$ cat src/rtl/gt_phalign_pkg.sv
// -----------------------------------------------------------------------------
// gt_phalign_pkg
//   Shared definitions for the GTX buffer-bypass phase-alignment sequencer:
//   sequencer state encoding, lane index width, timer width helper and the
//   lane-ordering function (master first, then ascending slaves).
// -----------------------------------------------------------------------------
package gt_phalign_pkg;

  localparam int LANE_W = 4;

  typedef enum logic [2:0] {
    ST_IDLE,
    ST_WAIT_CLK,
    ST_RUN_LANE,
    ST_SETTLE,
    ST_DONE,
    ST_FAIL
  } state_e;

  // One down-counter serves both the step timeout and the settle interval, so
  // it must hold whichever load value is larger.
  function automatic int timer_width(input int timeout_cycles, input int settle_cycles);
    int m;
    m = (timeout_cycles > settle_cycles) ? timeout_cycles : settle_cycles;
    return $clog2(m + 1);
  endfunction

  // Lane after 'cur' in alignment order. The master goes first, slaves follow
  // in ascending index with the master skipped. A result >= number of lanes
  // means 'cur' was the last lane.
  function automatic int next_lane(input int cur, input int master);
    int nxt;
    if (cur == master) begin
      nxt = (master == 0) ? 1 : 0;
    end else begin
      nxt = (cur + 1 == master) ? cur + 2 : cur + 1;
    end
    return nxt;
  endfunction

endpackage

$ cat src/rtl/gt_phalign_timer.sv
// -----------------------------------------------------------------------------
// gt_phalign_timer
//   Loadable down-counter. After a load of N, expire_o pulses in the N-th
//   enabled cycle (counter value 1), so a state that loads on entry and leaves
//   on expire_o stays resident for exactly N cycles.
// Ports:
//   stable_clk_i  clock
//   clr_i         synchronous clear (highest priority)
//   load_i        load load_val_i
//   load_val_i    cycle count to load
//   en_i          count enable
//   expire_o      one-cycle expiry pulse (combinational from the count)
// -----------------------------------------------------------------------------
module gt_phalign_timer #(
  parameter int WIDTH = 16
) (
  input  logic             stable_clk_i,
  input  logic             clr_i,
  input  logic             load_i,
  input  logic [WIDTH-1:0] load_val_i,
  input  logic             en_i,
  output logic             expire_o
);

  logic [WIDTH-1:0] cnt_q;

  always_ff @(posedge stable_clk_i) begin
    if (clr_i) begin
      cnt_q <= '0;
    end else if (load_i) begin
      cnt_q <= load_val_i;
    end else if (en_i && (cnt_q != '0)) begin
      cnt_q <= cnt_q - WIDTH'(1);
    end
  end

  assign expire_o = en_i && (cnt_q == WIDTH'(1));

endmodule

$ cat src/rtl/gt_phase_align_sequencer.sv
// -----------------------------------------------------------------------------
// gt_phase_align_sequencer
//   Multi-lane sequencer for GTX TX/RX buffer-bypass phase alignment. Runs the
//   master lane's aligner first, then each slave lane in ascending index, with
//   a per-step timeout, bounded retry and relock on loss of clock/done.
//
// Ports (single clock domain stable_clk_i, synchronous active-high rst_i):
//   start_i          level request from the main reset FSM; low aborts
//   recclkstable_i   per-lane recovered/usr clock stable
//   lane_done_i      per-lane phase_alignment_done
//   lane_run_o       per-lane run_phalignment
//   cur_lane_o       lane currently being aligned
//   retry_cnt_o      retries consumed in the current attempt
//   busy_o           sequence in progress
//   all_aligned_o    every lane aligned
//   fail_o           retries exhausted
//
// Optional (macro GT_PHALIGN_STATUS_EN), cleared by rst_i only:
//   relock_cnt_o     saturating count of DONE-to-relock events
//   last_fail_lane_o cur_lane captured on every timeout
// -----------------------------------------------------------------------------
module gt_phase_align_sequencer
  import gt_phalign_pkg::*;
#(
  parameter  int NUM_LANES      = 4,
  parameter  int MASTER_LANE    = 0,
  parameter  int TIMEOUT_CYCLES = 65535,
  parameter  int SETTLE_CYCLES  = 16,
  parameter  int MAX_RETRIES    = 3,
  localparam int RETRY_W        = (MAX_RETRIES > 0) ? $clog2(MAX_RETRIES + 1) : 1
) (
  input  logic                 stable_clk_i,
  input  logic                 rst_i,
  input  logic                 start_i,
  input  logic [NUM_LANES-1:0] recclkstable_i,
  input  logic [NUM_LANES-1:0] lane_done_i,
  output logic [NUM_LANES-1:0] lane_run_o,
  output logic [3:0]           cur_lane_o,
  output logic [RETRY_W-1:0]   retry_cnt_o,
  output logic                 busy_o,
  output logic                 all_aligned_o,
  output logic                 fail_o
`ifdef GT_PHALIGN_STATUS_EN
  ,
  output logic [7:0]           relock_cnt_o,
  output logic [3:0]           last_fail_lane_o
`endif
);

  localparam int                TMR_W  = timer_width(TIMEOUT_CYCLES, SETTLE_CYCLES);
  localparam logic [LANE_W-1:0] MASTER = LANE_W'(MASTER_LANE);

  state_e               state_q, state_d;
  logic [LANE_W-1:0]    lane_q, lane_d;
  logic [RETRY_W-1:0]   retry_q, retry_d;
  logic                 abort, clk_ok, done_all, done_cur;
  logic                 advance, timeout, relock;
  logic                 tmr_load, tmr_en, expire;
  logic [TMR_W-1:0]     tmr_load_val;
  logic [NUM_LANES-1:0] cur_onehot, run_d;
  logic                 busy_d, aligned_d, fail_d;
  int                   nxt;

  assign abort    = rst_i || !start_i;
  assign clk_ok   = &recclkstable_i;
  assign done_all = &lane_done_i;

  // Decode cur lane to one-hot instead of a variable bit-select so the index
  // width never has to match the lane vector width.
  always_comb begin
    for (int i = 0; i < NUM_LANES; i++) begin
      cur_onehot[i] = (lane_q == LANE_W'(i));
    end
  end
  assign done_cur = |(lane_done_i & cur_onehot);

  // ---------------------------------------------------------------------------
  // State register (outputs are registered from the next-state decode, so a
  // lane_done_i seen on one edge raises the next lane_run_o on that same edge)
  // ---------------------------------------------------------------------------
  // NOTE: all flops use non-blocking assignments so every register samples the
  // pre-edge value of every other register.
  always_ff @(posedge stable_clk_i) begin
    if (rst_i) begin
      state_q       <= ST_IDLE;
      lane_q        <= MASTER;
      retry_q       <= '0;
      lane_run_o    <= '0;
      busy_o        <= 1'b0;
      all_aligned_o <= 1'b0;
      fail_o        <= 1'b0;
    end else begin
      state_q       <= state_d;
      lane_q        <= lane_d;
      retry_q       <= retry_d;
      lane_run_o    <= run_d;
      busy_o        <= busy_d;
      all_aligned_o <= aligned_d;
      fail_o        <= fail_d;
    end
  end

  assign cur_lane_o  = lane_q;
  assign retry_cnt_o = retry_q;

  // ---------------------------------------------------------------------------
  // Next-state logic
  // ---------------------------------------------------------------------------
  // NOTE: every variable gets a default before the case so no path leaves one
  // unassigned, which would otherwise infer a latch.
  always_comb begin
    state_d = state_q;
    lane_d  = lane_q;
    retry_d = retry_q;
    advance = 1'b0;
    timeout = 1'b0;
    relock  = 1'b0;
    nxt     = next_lane(int'(lane_q), MASTER_LANE);

    if (abort) begin
      state_d = ST_IDLE;
      lane_d  = MASTER;
      retry_d = '0;
    end else begin
      case (state_q)
        ST_IDLE: state_d = ST_WAIT_CLK;

        ST_WAIT_CLK: begin
          if (clk_ok) begin
            state_d = ST_RUN_LANE;
            lane_d  = MASTER;
          end else if (expire) begin
            timeout = 1'b1;
          end
        end

        // A done seen in the expiry cycle still counts as success.
        ST_RUN_LANE: begin
          if (done_cur) begin
            advance = 1'b1;
            if (nxt >= NUM_LANES) begin
              state_d = ST_DONE;
            end else begin
              lane_d = LANE_W'(nxt);
            end
          end else if (expire || !clk_ok) begin
            timeout = 1'b1;
          end
        end

        ST_SETTLE: begin
          if (expire) begin
            state_d = ST_WAIT_CLK;
          end
        end

        // Losing a clock or a done after full alignment is a relock: it starts
        // a fresh attempt rather than consuming a retry.
        ST_DONE: begin
          if (!clk_ok || !done_all) begin
            relock  = 1'b1;
            state_d = ST_SETTLE;
          end
        end

        ST_FAIL: state_d = ST_FAIL;

        default: state_d = ST_IDLE;
      endcase

      if (relock) begin
        retry_d = '0;
      end

      if (timeout) begin
        if (retry_q < RETRY_W'(MAX_RETRIES)) begin
          retry_d = retry_q + RETRY_W'(1);
          state_d = ST_SETTLE;
        end else begin
          state_d = ST_FAIL;
        end
      end
    end
  end

  // Timer reloads on every state change and on every lane advance; only SETTLE
  // uses the short interval.
  assign tmr_load     = (state_d != state_q) || advance;
  assign tmr_load_val = (state_d == ST_SETTLE) ? TMR_W'(SETTLE_CYCLES) : TMR_W'(TIMEOUT_CYCLES);
  assign tmr_en       = (state_q == ST_WAIT_CLK) || (state_q == ST_RUN_LANE) ||
                        (state_q == ST_SETTLE);

  gt_phalign_timer #(
    .WIDTH (TMR_W)
  ) u_timer (
    .stable_clk_i (stable_clk_i),
    .clr_i        (abort),
    .load_i       (tmr_load),
    .load_val_i   (tmr_load_val),
    .en_i         (tmr_en),
    .expire_o     (expire)
  );

  // ---------------------------------------------------------------------------
  // Output decode (from next state, registered above)
  // ---------------------------------------------------------------------------
  // In RUN_LANE every lane already aligned stays running: the master plus all
  // slaves up to and including the current one. Dropping run would reset that
  // lane's aligner.
  always_comb begin
    run_d     = '0;
    busy_d    = 1'b0;
    aligned_d = 1'b0;
    fail_d    = 1'b0;
    case (state_d)
      ST_WAIT_CLK, ST_SETTLE: busy_d = 1'b1;
      ST_RUN_LANE: begin
        busy_d = 1'b1;
        for (int i = 0; i < NUM_LANES; i++) begin
          run_d[i] = (i == MASTER_LANE) || ((lane_d != MASTER) && (LANE_W'(i) <= lane_d));
        end
      end
      ST_DONE: begin
        aligned_d = 1'b1;
        run_d     = '1;
      end
      ST_FAIL: fail_d = 1'b1;
      default: ;
    endcase
  end

`ifdef GT_PHALIGN_STATUS_EN
  logic [7:0] relock_cnt_q;
  logic [3:0] last_fail_q;

  // Diagnostic history survives start_i aborts; only rst_i clears it.
  always_ff @(posedge stable_clk_i) begin
    if (rst_i) begin
      relock_cnt_q <= '0;
      last_fail_q  <= '0;
    end else begin
      if (relock && (relock_cnt_q != 8'hFF)) begin
        relock_cnt_q <= relock_cnt_q + 8'd1;
      end
      if (timeout) begin
        last_fail_q <= lane_q;
      end
    end
  end

  assign relock_cnt_o     = relock_cnt_q;
  assign last_fail_lane_o = last_fail_q;
`endif

endmodule

$ cat config.mk
export PLATFORM = sky130hd
export DESIGN_NAME = gt_phase_align_sequencer
export DESIGN_NICKNAME = d
export VERILOG_FILES = /design/src/rtl/gt_phalign_pkg.sv /design/src/rtl/gt_phalign_timer.sv /design/src/rtl/gt_phase_align_sequencer.sv
export SDC_FILE = /design/constraint.sdc
export NUM_CORES = 1
export LEC_CHECK = 0
export CAP_MARGIN = 25
export CORE_ASPECT_RATIO = 1.1
export CORE_MARGIN = 2
export CORE_UTILIZATION = 35
export DETAILED_ROUTE_END_ITERATION = 6
export MAX_ROUTING_LAYER = met4
export SLEW_MARGIN = 15
export SYNTH_ARGS = -nofsm -noshare
export SYNTH_HDL_FRONTEND = slang
export SYNTH_SLANG_ARGS = --single-unit
$ cat constraint.sdc
create_clock -name stable_clk_i -period 2.8 [get_ports stable_clk_i]
set_input_delay 0.7 -clock stable_clk_i [delete_from_list [all_inputs] [get_ports stable_clk_i]]
set_output_delay 0.7 -clock stable_clk_i [all_outputs]
set_load 0.02 [all_outputs]
Word-level counts from Yosys, hierarchy flattened
Index checks and enable logic that the tools add are counted.
{ "totals": {"output_inout_bits": 13, "reg_bits": 32, "wordCells": 97, "inputBits": 11} }
{ "classes": {"n_addsub": 4, "eq_ne": 15, "n_mux": 38, "reduce_logical": 26, "magnitude_cmp": 5, "bitwise": 1} }
{ "ops": {"columns": ["cell", "count"], "rows": [
  ["$mux W16", 3],
  ["$ge A32 B4 Y1 const B", 1],
  ["$logic_not A32 Y1", 1],
  ["$mux W3", 8],
  ["$pmux W3 S6", 1],
  ["$eq A16 B1 Y1 const B", 1],
  ["$mux W4", 4],
  ["$pmux W4 S2", 2],
  ["$reduce_bool A16 Y1", 1],
  ["$sub A16 B1 Y16 const B", 1],
  ["$mux W1", 14],
  ["$eq A3 B2 Y1 const B", 4],
  ["$eq A3 B3 Y1 const B", 4],
  ["$mux W5", 2],
  ["$eq A4 B2 Y1 const B", 2],
  ["$le A2 B4 Y1 const A", 2],
  ["$logic_not A4 Y1", 2],
  ["$reduce_and A4 Y1", 2],
  ["$eq A3 B1 Y1 const B", 2],
  ["$logic_or A1 B1 Y1", 6],
  ["$mux W2", 3],
  ["$add A4 B1 Y5 const B", 1],
  ["$add A4 B2 Y5 const B", 1],
  ["$logic_and A1 B1 Y1", 5],
  ["14 further kinds", 16]
]} }

Logic depth before layout (Yosys ltp)
Gate-level depths: netlist of run 1.
{ "depth": {"ltp_word": 14, "ltp_mapped": 11, "ltp_nobuf": 10} }

Hierarchy
From an unflattened synthesis of run 1, not the netlist that was laid out.
{ "unflattened": {"cells_unflattened": 253, "area_unflattened_um2": 2160.8} }
{ "by_module_without_submodules": {"columns": ["mod", "cells_per_inst", "n_inst", "seq_area_each_um2", "area_each_um2"], "rows": [
  ["gt_phase_align_sequencer", 127, 1, 320.3, 1103.6],
  ["gt_phalign_timer", 126, 1, 320.3, 1057.3]
]} }

Worst setup path before layout of run 1
No wires, ideal clock.
{ "synth_timing": {"kind": "flip-flop to flip-flop", "from": "register lane_q[0], in the netlist cur_lane_o[0]", "to": "register u_timer.cnt_q[10]", "setup_ps": 69, "synth_period_minus_slack_ps": 2916, "n_path_buf": 1, "required_ps": 2731, "arrival_ps": 2847, "setup_slack_ps": -116, "path_stages_with_launch": 12, "path_cell_list": "dfxtp_1 -> inv_1 -> ha_1 -> a22oi_1 -> a211o_1 -> a2111oi_1 -> o32ai_1 -> nor4b_2 -> o211ai_2 -> or3_4 -> buf_6 -> o21ai_1"} }
{ "synth_via": {"elab_chain_cells": 13, "elab_cells_between_ends": 30, "classes_between": "2 x add/sub; 1 x order compare; 5 x eq/ne; 15 x mux; 1 x bitwise; 6 x reduce/logical"} }
{ "synth_lines": {"columns": ["element", "line", "source"], "rows": [
  ["start, declared", "gt_phase_align_sequencer.sv:54", "logic [LANE_W-1:0] lane_q, lane_d;"],
  ["start signal, assigned", "gt_phase_align_sequencer.sv:94", "lane_q <= lane_d;"],
  ["$add A4 B1 Y5", "gt_phalign_pkg.sv:36", "nxt = (cur + 1 == master) ? cur + 2 : cur + 1;"],
  ["$logic_not A32 Y1", "gt_phalign_pkg.sv:36", null],
  ["$mux W5", "gt_phalign_pkg.sv:36", null],
  ["$mux W5", "gt_phalign_pkg.sv:33", "if (cur == master) begin"],
  ["$ge A32 B4 Y1", "gt_phase_align_sequencer.sv:141", "if (nxt >= NUM_LANES) begin"],
  ["$mux W3", "gt_phase_align_sequencer.sv:141", null],
  ["$mux W3", "gt_phase_align_sequencer.sv:139", "if (done_cur) begin"],
  ["$pmux W3 S6", "gt_phase_align_sequencer.sv:125", "case (state_q)"],
  ["$mux W3", "gt_phase_align_sequencer.sv:175", "if (timeout) begin"],
  ["$mux W3", "gt_phase_align_sequencer.sv:120", "if (abort) begin"],
  ["$eq A3 B2 Y1 / $ne A3 B3 Y1 (equally long branches)", "gt_phase_align_sequencer.sv:189, gt_phase_align_sequencer.sv:188", null],
  ["$mux W16 / $logic_or A1 B1 Y1 (equally long branches)", "gt_phase_align_sequencer.sv:189, gt_phase_align_sequencer.sv:188", null],
  ["$mux W16 / $reduce_bool A2 Y1 (equally long branches)", null, null],
  ["end signal, assigned", "gt_phalign_timer.sv:31", "cnt_q <= load_val_i;"],
  ["end signal, assigned", "gt_phalign_timer.sv:33", "cnt_q <= cnt_q - WIDTH'(1);"],
  ["end, declared", "gt_phalign_timer.sv:25", "logic [WIDTH-1:0] cnt_q;"]
]} }
Parallel ways exist; a longest one is shown, timed or not. The select of a mux whose other input is x is not followed.
A chain may end at the register's enable or synchronous reset.

Worst setup path in the final report of run 1
{ "layout_timing": {"from": "input port lane_done_i[3]", "to": "register u_timer.cnt_q[3]"} }
{ "layout_via": {"elab_chain_cells": 10, "elab_cells_between_ends": 22, "classes_between": "2 x eq/ne; 13 x mux; 1 x bitwise; 6 x reduce/logical"} }
{ "layout_lines": {"columns": ["element", "line", "source"], "rows": [
  ["start, declared", "gt_phase_align_sequencer.sv:36", "input logic [NUM_LANES-1:0] lane_done_i,"],
  ["$and A4 B4 Y4 / $reduce_and A4 Y1 (equally long branches)", "gt_phase_align_sequencer.sv:75, gt_phase_align_sequencer.sv:66", null],
  ["$reduce_or A4 Y1 / $logic_not A1 Y1 (equally long branches)", "gt_phase_align_sequencer.sv:75, gt_phase_align_sequencer.sv:160", null],
  ["$mux W1 / $logic_or A1 B1 Y1 (equally long branches)", "gt_phase_align_sequencer.sv:139, gt_phase_align_sequencer.sv:160", null],
  ["$pmux W1 S2 / $mux W3 (equally long branches)", "gt_phase_align_sequencer.sv:125, gt_phase_align_sequencer.sv:160", null],
  ["$mux W1 / $pmux W3 S6 (equally long branches)", "gt_phase_align_sequencer.sv:120, gt_phase_align_sequencer.sv:125", null],
  ["$mux W3", "gt_phase_align_sequencer.sv:175", null],
  ["$mux W3", "gt_phase_align_sequencer.sv:120", null],
  ["$eq A3 B2 Y1 / $ne A3 B3 Y1 (equally long branches)", "gt_phase_align_sequencer.sv:189, gt_phase_align_sequencer.sv:188", null],
  ["$mux W16 / $logic_or A1 B1 Y1 (equally long branches)", "gt_phase_align_sequencer.sv:189, gt_phase_align_sequencer.sv:188", null],
  ["$mux W16 / $reduce_bool A2 Y1 (equally long branches)", null, null]
]} }
Parallel ways exist; a longest one is shown, timed or not. The select of a mux whose other input is x is not followed.

==> Implementation_results.wiki, run 1 <==
{| class="wikitable"
! Metric !! Value
|-
| Pre-CTS setup slack || -0.510 ns
|-
| Fraction of synthesis flops using an asynchronous set or reset pin || 0%
|-
| Post-layout instance area || 0.00281 sq mm
|-
| Final estimated routing congestion in global placement || 0.847
|-
| CTS tree || done
|-
| Post-CTS Hold Buffers || 0
|-
| Cell repeated most along the worst path || buf_4
|-
| MaxCap Viol Count || 0
|-
| Post-synthesis cell type with the largest combined area || dfxtp_1
|-
| Path type of the worst min-delay path || register to register
|-
| Area of the mapped netlist || 0.00199 sq mm
|-
| CP Capture Type || register
|-
| Data arrival time of the critical path || 2.90 ns
|-
| Slowest CP cell || o32ai_4
|-
| Number of fillers in the final layout || 519
|-
| Worst skew pair latency || 0.28 ns
|-
| Std-Cell Rows || 28
|-
| Buf/Inv on CP || 4
|-
| Critical path required time || 2.97 ns
|-
| Largest cells by area after synthesis || dfxtp_1 (32%), xnor2_1 (5.7%), ha_1 (5.7%)
|-
| Number of synthesized flops with an enable pin || 0
|-
| Layout-stage area growth over the synthesis result || 41.4%
|-
| Setup clock skew after layout || 0.00511 ns
|-
| Syn nets || 259
|-
| Highest Clock Rate || 367 MHz
|-
| Dpl hpwl || 3.40 mm
|-
| Area of the core region || 0.00543 sq mm
|-
| CTS root buffer || clkbuf_8
|-
| Wire length per cell after detailed routing || 13.2 um
|-
| Critical path endpoint || u_timer.cnt_q[3]
|-
| Die Area || 0.00629 sq mm
|-
| GRT Residual Overflow || 0
|-
| Quantity of I/O buffers inserted on ports || 23
|-
| PnR worst setup slack || 0.0760 ns
|-
| Startpoint types || input port
|-
| Peak supply drop || 0.249 mV
|-
| Minimum period implied by the final worst setup slack || 2.72 ns
|-
| Remaining DRCs || 0
|-
| Number of logic stages on the critical path including buffering || 12
|-
| Tot GR Track Use || 16.4%
|-
| Primary flip-flop cell chosen by synthesis mapping || dfxtp_1
|-
| Standard cell area after detailed placement || 0.00251 sq mm
|-
| RR Endpoint || u_timer.cnt_q[3]
|-
| Yosys warning total || 0
|-
| Number of H-tree branching levels || 2
|-
| First-pass GRT wire length || 8.01 mm
|-
| Maximum single-stage delay on the critical path || 0.36 ns
|-
| Starting utilization of the core area || 36.6%
|-
| Initial antenna violation count || 0
|-
| Largest fanout of any net on the critical path || 7
|-
| Leading cell types in the layout, fill and taps excluded || buf_4 (35), dfxtp_1 (29), nor2_1 (23)
|-
| Share of post-route cells with drive strength above 1 || 27.9%
|-
| Number of cells on the worst reg-to-reg path || 12
|-
| Clock Path Buffers || 2
|-
| Post-synthesis sequential element count || 32
|-
| Die outline height || 83 um
|-
| Post-route antenna net violation count || 0
|-
| Setup violations, final || 0
|-
| Total number of vias || 1948
|-
| Worst setup startpoint || lane_done_i[3]
|-
| Number of clock sinks || 32
|-
| Final-report max-slew violation count || 0
|-
| Status || finished, final reports clean
|-
| Antenna cells || 0
|-
| Hold Vio Cnt, Final || 0
|-
| Worst Setup Path Type || input port to register
|-
| Cells after synthesis || 239
|-
| Clock buffers created by TritonCTS || 5
|-
| Worst slew margin || 59.5%
|-
| Number of nets in the finished design || 317
|-
| Commonest non-fill, non-tap cell in the layout || buf_4
|-
| Horizontal extent of the die || 75.8 um
|-
| Final worst path period share || 97.3%
|-
| Via count of the first global-routing pass || 1785
|-
| Mean post-synth cell area || 8.31 sq um
|-
| Routed Wire Length || 4.91 mm
|-
| Cell area power density || 368 mW/mm^2
|-
| Share of the yosys chip area belonging to registers || 32.3%
|-
| Clock Pin Slew Worst Setup and Hold Paths || 0.07 ns
|-
| Number of unique standard cell types used by synthesis || 58
|-
| Fraction of post-synthesis cell area in the top cell type by area || 32.3%
|-
| Family of cells with the greatest summed delay on the critical path || compound AO/OA/AOI/OAI gates
|-
| Slew at the pin with the worst max-slew slack || 0.607 ns
|-
| Leakage dissipation || 1.12 nW
|-
| Pin count of the biggest net entering global routing || 16
|-
| DR pass1 iterations || 4
|-
| Setup slack, reg-to-reg || 0.12 ns
|-
| Cells along the critical path || dlygate4sd2_1 -> a22oi_2 -> a211o_1 -> a2111oi_4 -> o32ai_4 -> buf_4 -> nor4b_4 -> o211ai_2 -> buf_4 -> o21ai_4 -> buf_6 -> o21ai_1
|-
| Number of DRC markers in iteration 0 || 64
|-
| Vias/cell || 5.24
|-
| Startpoint of the worst-slack reg-to-reg timing path || cur_lane_o[0]
|-
| IO Count || 24
|}
[layout make-up]
type	count	area [sq um]	area share, %
Multi-Input combinational cell	186	1410	50.2
Tap cell	75	93.8	3.34
Inverter	11	41.3	1.47
Timing Repair Buffer	61	537	19.1
Clock inverter	1	5.00	0.178
Sequential cell	32	649	23.1
Clock buffer	6	72.6	2.58
[worst min path at each step]
stage | from | end | slack, ns | cells after the start
5_1_grt | retry_cnt_o[1] | retry_cnt_o[1] | 0.55 | 2
4_1_cts | retry_cnt_o[1] | retry_cnt_o[1] | 0.50 | 2
3_3_place_gp | retry_cnt_o[1] | retry_cnt_o[1] | 0.49 | 2
2_1_floorplan | u_timer.cnt_q[12] | u_timer.cnt_q[12] | 0.53 | 2
6_report | retry_cnt_o[1] | retry_cnt_o[1] | 0.50 | 2
3_5_place_dp | retry_cnt_o[1] | retry_cnt_o[1] | 0.49 | 2
[sequential cells by signal, summed over array words and instances, names as in the netlist]
register / count
fail_o: 1
u_timer.cnt_q: 16
lane_run_o: 4
cur_lane_o: 4
retry_cnt_o: 2
state_q: 3
busy_o: 1
all_aligned_o: 1
[power by group]
part           total (W)  leakage [nW]  internal [W]  switching [W]
clock network   0.000329        0.0410      0.000169       0.000160
logic           0.000197         0.819     0.0000958       0.000101
registers       0.000506         0.263      0.000476      0.0000309
total            0.00103          1.12      0.000740       0.000292
[repair_timing]
item,in CTS,in global routing
pin swaps,16,17
endpoints found under the hold margin,0,0
setup buffers,3,1
cloned,1,0
endpoints found under the setup margin,15,19
resized for setup,16,36
[kinds of logic (layout without fill, tap and decap cells)]
kind of cell	count (synthesis)	count (layout)	share of synthesized area [%]
adder cells (fa/ha/maj)	9	9	5.67
buffers and inverters	22	79	4.91
AO/OA/AOI/OAI	67	67	22.9
AND/OR/NAND/NOR	94	95	27.6
flip-flops	32	32	32.3
XOR/XNOR	15	15	6.62
[worst register-to-register path: stages (launching register included)]
cell and delay (ns):
dfxtp_4 0.37, buf_4 0.16, ha_2 0.22, o31ai_2 0.07, a41o_2 0.26, a2111oi_4 0.35
o32ai_4 0.16, o311ai_4 0.27, o211ai_2 0.14, buf_4 0.17, o21ai_4 0.17, buf_6 0.16
o21ai_1 0.06
[stage by stage]
| step | cells | utilization (%) | power [W] | TNS [ns] | hold slack, ns |
|---|---|---|---|---|---|
| after global placement | 360 | 46.2 | 0.000692 | -6.93 | 0.490 |
| after CTS | 371 | 49.0 | 0.00103 | 0 | 0.503 |
| after global routing | 372 | 51.7 | 0.00109 | -0.0645 | 0.552 |
| after floorplan | 239 | - | 0.000636 | 0 | 0.530 |
| final | 372 | 51.7 | 0.00103 | 0 | 0.499 |
| after detailed placement | 360 | 46.2 | 0.000693 | -8.56 | 0.489 |
[routing by layer]
layer  vias up  GRT usage (%)  part of all wire (%)
li1        986              -                     -
met1       912           21.8                    46
met2        43           24.6                    49
met3         7           4.25                   4.2
met4         0           3.83                   1.1
met5         -              -                     0
[cell usage after synthesis (8+ instances only)]
| master | number |
|---|---|
| o21ai_0 | 11 |
| xnor2_1 | 13 |
| inv_1 | 11 |
| nand3_1 | 8 |
| ha_1 | 9 |
| a21oi_1 | 14 |
| dfxtp_1 | 32 |
| o21ai_1 | 10 |
| nand2_1 | 14 |
| nor2_1 | 25 |
No activity file was read; power rests on OpenSTA's default activity.
==> run 2, diff against run 1 <==
--- a/config.mk
+++ b/config.mk
@@ -10,7 +10,7 @@
 export CORE_MARGIN = 2
 export CORE_UTILIZATION = 35
 export DETAILED_ROUTE_END_ITERATION = 6
-export MAX_ROUTING_LAYER = met4
+export REMOVE_ABC_BUFFERS = 1
 export SLEW_MARGIN = 15
 export SYNTH_ARGS = -nofsm -noshare
 export SYNTH_HDL_FRONTEND = slang
==> run 2 against run 1 <==
Via count shrank 3.2%; critical path type is now register to register; critical path depth stayed put; register-to-register slack got worse by 0.02 ns; hold slack worse by 0.0029 ns; largest power group unchanged; clock-buffer cell count grew 2; flip-flop and latch count is the same; clock skew about the same; non-clock buffer count decreased by 1; highest routed layer unchanged; cell count stayed put; first-iteration DRC count is 16% higher; power is 3.9% higher.
==> Implementation_results.wiki, run 2 (synthesized netlist as in run 1, its figures left out) <==
{| class="wikitable"
! Metric !! Value
|-
| Highest Clock Rate || 370 MHz
|-
| Via count of the first global-routing pass || 1818
|-
| Hold Vio Cnt, Final || 0
|-
| Remaining DRCs || 0
|-
| Buf/Inv on CP || 3
|-
| Quantity of I/O buffers inserted on ports || 23
|-
| Critical path required time || 2.98 ns
|-
| Final estimated routing congestion in global placement || 0.823
|-
| Path type of the worst min-delay path || register to register
|-
| Routed Wire Length || 4.95 mm
|-
| CTS root buffer || clkbuf_8
|-
| CTS tree || done
|-
| Startpoint types || register
|-
| Worst hold slack || 0.496 ns
|-
| Worst skew pair latency || 0.29 ns
|-
| Area of the core region || 0.00543 sq mm
|-
| Maximum single-stage delay on the critical path || 0.36 ns
|-
| CP Capture Type || register
|-
| GRT Residual Overflow || 0
|-
| Die Area || 0.00629 sq mm
|-
| Die outline height || 83 um
|-
| Slew at the pin with the worst max-slew slack || 0.630 ns
|-
| Antenna cells || 0
|-
| Layout-stage area growth over the synthesis result || 42.2%
|-
| Final-report max-slew violation count || 0
|-
| Post-route antenna net violation count || 0
|-
| Pin count of the biggest net entering global routing || 16
|-
| Number of fillers in the final layout || 531
|-
| Tot GR Track Use || 16.4%
|-
| Leading cell types in the layout, fill and taps excluded || buf_4 (33), dfxtp_1 (30), nor2_1 (24)
|-
| Peak supply drop || 0.384 mV
|-
| Number of H-tree branching levels || 2
|-
| Cells along the critical path || buf_4 -> ha_1 -> o31ai_2 -> a41o_2 -> a2111oi_4 -> o32ai_4 -> o311ai_4 -> o211ai_2 -> buf_4 -> o21ai_4 -> buf_6 -> o21ai_2
|-
| IO Count || 24
|-
| Setup clock skew after layout || 0.00546 ns
|-
| Number of DRC markers in iteration 0 || 74
|-
| Worst Setup Path Type || register to register
|-
| Setup violations, final || 0
|-
| Number of flip-flops under the largest register name || 16
|-
| Total negative setup slack || 0 ns
|-
| Clock Pin Slew Worst Setup and Hold Paths || 0.06 ns
|-
| Horizontal extent of the die || 75.8 um
|-
| Worst slew margin || 58.0%
|-
| Cell area power density || 380 mW/mm^2
|-
| Cell repeated most along the worst path || buf_4
|-
| Family of cells with the greatest summed delay on the critical path || compound AO/OA/AOI/OAI gates
|-
| Largest Register || u_timer.cnt_q
|-
| Largest fanout of any net on the critical path || 9
|-
| MaxCap Viol Count || 0
|-
| Starting utilization of the core area || 36.6%
|-
| Clock buffers created by TritonCTS || 5
|-
| Std-Cell Rows || 28
|-
| Post-CTS Hold Buffers || 0
|-
| Overall power after layout || 0.00107 W
|-
| DR pass1 iterations || 4
|-
| Total number of vias || 1886
|-
| First-pass GRT wire length || 8.14 mm
|-
| PnR worst setup slack || 0.0979 ns
|-
| Number of nets in the finished design || 316
|-
| Dpl hpwl || 3.36 mm
|-
| Leakage dissipation || 1.16 nW
|-
| Status || finished, final reports clean
|-
| Vias/cell || 5.07
|-
| Number of placed cells counting well taps || 357
|-
| Share of post-route cells with drive strength above 1 || 27.9%
|-
| Final worst path period share || 96.5%
|-
| Minimum period implied by the final worst setup slack || 2.70 ns
|-
| Pre-CTS setup slack || -0.475 ns
|-
| Slowest CP cell || dfxtp_2
|-
| Post-layout instance count excluding filler cells || 372
|-
| Commonest non-fill, non-tap cell in the layout || buf_4
|-
| Clock Path Buffers || 2
|-
| Data arrival time of the critical path || 2.88 ns
|-
| Number of clock sinks || 32
|-
| Initial antenna violation count || 0
|-
| Wire length per cell after detailed routing || 13.3 um
|}
## run 2: cell count changes in the layout (fill, tap and decap cells not counted), sizes merged
cell,previous run,this run
buf,38,37
dlygate4sd2,2,3
clkdlybuf4s15,1,0
clkinv,1,0
clkbuf,6,8
## run 2: cell type report
type / count / area, sq um / share of cell area [%]
tap: 75 / 93.8 / 3.32
multi-input combinational: 186 / 1410 / 50.0
sequential: 32 / 646 / 22.9
inverter: 11 / 41.3 / 1.46
clock buffer: 8 / 90.1 / 3.19
timing repair buffer: 60 / 541 / 19.1
## run 2: per-layer routing
layer	vias to the layer above	global-route usage, %	part of all wire [%]
li1	980	-	-
met2	30	26.7	52
met3	13	3.76	3.1
met5	-	0	0
met4	0	5.90	2.1
met1	863	20.5	43
## run 2: worst reg2reg max path, delay by kind of cell (launching register included)
family                   cells  cell delay, ns
flip-flops                   1            0.36
adder cells (fa/ha/maj)      1            0.20
AO/OA/AOI/OAI                8            1.51
buffers and inverters        3            0.51
## run 2: path summary, 6_finish.rpt
kind | slack (ns) | to | startpoint | depth (start not counted)
worst min-delay path | 0.50 | retry_cnt_o[1] | retry_cnt_o[1] | 2
worst max register to register | 0.1 | u_timer.cnt_q[6] | cur_lane_o[0] | 12
worst max-delay path | 0.1 | u_timer.cnt_q[6] | cur_lane_o[0] | 12
worst min register to register | 0.50 | retry_cnt_o[1] | retry_cnt_o[1] | 2
## run 2: through the flow
stage                     utilization, %  cell area [sq um]
after floorplan                        -               1930
after global placement              46.0               2500
after detailed placement            46.0               2500
after CTS                           49.3               2680
after global routing                52.0               2820
final                               52.0               2820
## run 2: power breakdown
group	internal, W	total [W]	switching (W)	leakage [nW]
registers	0.000477	0.000507	0.0000303	0.262
clock network	0.000200	0.000362	0.000162	0.0455
logic	0.0000981	0.000204	0.000106	0.853
total	0.000775	0.00107	0.000298	1.16
## run 2: repair_timing
action	CTS	global route
gates cloned	1	0
resized for setup	19	33
pin swaps	17	12
endpoints found under the setup margin	15	20
setup buffers	3	3
==> edit (config.mk and constraints of run 1) <==
The parameter `MAX_RETRIES` goes from 3 to 5.
--- a/src/rtl/gt_phase_align_sequencer.sv
+++ b/src/rtl/gt_phase_align_sequencer.sv
@@ -27,5 +27,5 @@
   parameter  int TIMEOUT_CYCLES = 65535,
   parameter  int SETTLE_CYCLES  = 16,
-  parameter  int MAX_RETRIES    = 3,
+  parameter  int MAX_RETRIES    = 5,
   localparam int RETRY_W        = (MAX_RETRIES > 0) ? $clog2(MAX_RETRIES + 1) : 1
 ) (
Ports: changed (resized retry_cnt_o); port bits go from 24 to 25. No check against the original RTL was run, so the function may have changed too.
==> edit against run 1 <==
The flow now finishes with violations (negative setup slack). Clock skew increased by 0.0054 ns. Highest routed layer unchanged. Area after synthesis increased by 6.4%. Routed wire length increased by 35%. Non-clock buffer count increased by 51. Fmax decreased by 5.4%. Sequential cell count increased by 1. Cell area increased by 25%. Worst setup slack got worse by 0.16 ns. Hold slack improved by 0.020 ns. Largest cell class unchanged.
Power is not compared: it rests on default switching activity, and its combinational part moved more than twofold at a synthesized area within 25%.
==> edit: results <==
timing:
  max-slew-margin-rel: 0.690
  finalWorstSetupSlack_ns: -0.0792
  fin_skew_ns: 0.0105
  setup_viol: 11
cts:
  htree_levels: 2
  insertion_delay_ns: 0.29
  cts-buffers-inserted: 5
  clockRootBuffer: "clkbuf_8"
  cts.clk_slew.worst_paths_ns: 0.07
  cts_max_path_buffers: 2
detailed_routing:
  num_vias: 2330
  drt_wl_total_um: 6610
  drt-initial-drc-count: 119
  firstDrtPassIters: 4
placed_design:
  gp_congestion: 0.837
  dpl.hpwl_um: 4540
  io_buffers: 24
  place_inst: 419
logic_synthesis:
  synth.distinct_cells: 59
  synth.top_cells.by_count: "dfxtp_1 (33), nand2_1 (25), a21oi_1 (21), nor2_1 (20), inv_1 (17)"
  avgSynthCellArea_um2: 8.32
  ys_top_cells_by_area: "dfxtp_1 (31%), ha_1 (5.3%), a21oi_1 (5.0%)"
  yosysWarnings: 0
  synthArstFlopShare: 0
  synthesis.nets: 274
  yosysSeqAreaShare: 0.313
power_and_ir_drop:
  p_leak_nw: 1.46
  peakVddDrop_uv: 398
global_route:
  track_usage: 0.209
  antenna_found_initial: 0
  grt_pass1_wl_um: 10800
  grt_max_degree: 13
status:
  status: "finished, violations left"
  violations: "negative setup slack"
final_layout:
  largest_register: "u_timer.cnt_q"
  antennaDiodeCount: 0
  largest_reg_flops: 16
  drive_above_1_share: 0.424
  layoutNonFillerInstCount: 445
  layout.nets: 387
critical_path:
  worstPathMaxFanout: 5
  cp.arrival_ns: 3.06
min_path:
  worstHoldPathType: "register to register"
edit: changes by cell type after synthesis, moves of 6 or more:
cell            run 1  this run
a21oi_1            14        21
inv_1              11        17
nand2_1            14        25
o21a_1              1         7
o21ai_0            11         5
o221a_1             0         9
xnor2_1            13         1
edit: final timing paths:
kind	start	end	slack, ns	cells past startpoint
min	retry_cnt_o[1]	retry_cnt_o[1]	0.52	2
min reg2reg	retry_cnt_o[1]	retry_cnt_o[1]	0.52	2
max reg2reg	cur_lane_o[1]	u_timer.cnt_q[8]	-0.08	13
max	cur_lane_o[1]	u_timer.cnt_q[8]	-0.08	13
edit: through the flow:
stage               area [um^2]  setup TNS [ns]  setup slack, ns
finish                     3500          -0.543          -0.0792
global route               3500           -2.16           -0.201
detailed placement         3010          -10.45           -0.636
global placement           3010           -9.37           -0.563
floorplan                  2160               0          0.00109
CTS                        3340          -0.838          -0.0803
edit: cell type report:
class / count / area (um^2)
clock inverter: 2 / 10.0
sequential: 33 / 676
fill: 501 / 2310
tap: 77 / 96.3
clock buffer: 6 / 72.6
multi-input combinational: 197 / 1570
timing repair buffer: 112 / 1000
inverter: 18 / 72.6
edit: power by group:
group / leakage (nW) / internal [mW] / switching (mW) / total, mW
Clock: 0.0450 / 0.172 / 0.174 / 0.347
Combinational: 1.15 / 0.213 / 0.222 / 0.435
Sequential: 0.273 / 0.490 / 0.0151 / 0.505
Total: 1.46 / 0.874 / 0.412 / 1.29
edit: cell families (layout without fill, tap and decap cells):
group,count (synthesis),after routing,share of synthesized area
and+or+nand+nor,96,97,0.230
xor gates and xnor gates,4,4,0.0201
AOI/OAI and AO/OA,85,85,0.320
muxes,2,2,0.0107
DFF,33,33,0.313
adders and majority gates,9,9,0.0533
buffers and inverters,25,138,0.0533
edit: critical path, stage by stage, from the launching register on:
cell and delay, ns:
dfxtp_4 0.40, ha_4 0.16, buf_4 0.11, nand2_1 0.06, xnor2_1 0.13, or3_1 0.37
a31o_1 0.21, a211o_4 0.37, buf_4 0.15, buf_4 0.13, o211ai_4 0.24, buf_12 0.16
a21oi_1 0.06, o221a_1 0.22
edit: what timing repair did:
item,4_1_cts,5_1_grt
setup endpoints to repair,16,18
hold endpoints to repair,0,0
pin swaps,17,5
cloned,3,1
gates resized for setup,35,26
setup buffers,12,3
edit: per-layer routing:
metal | up-vias | wire length (um) | GRT usage
li1 | 1170 | - | -
met1 | 1104 | 3020 | 0.261
met2 | 45 | 3210 | 0.348
met3 | 11 | 220 | 0.0347
met4 | 0 | 163 | 0.0654
met5 | - | 0 | -
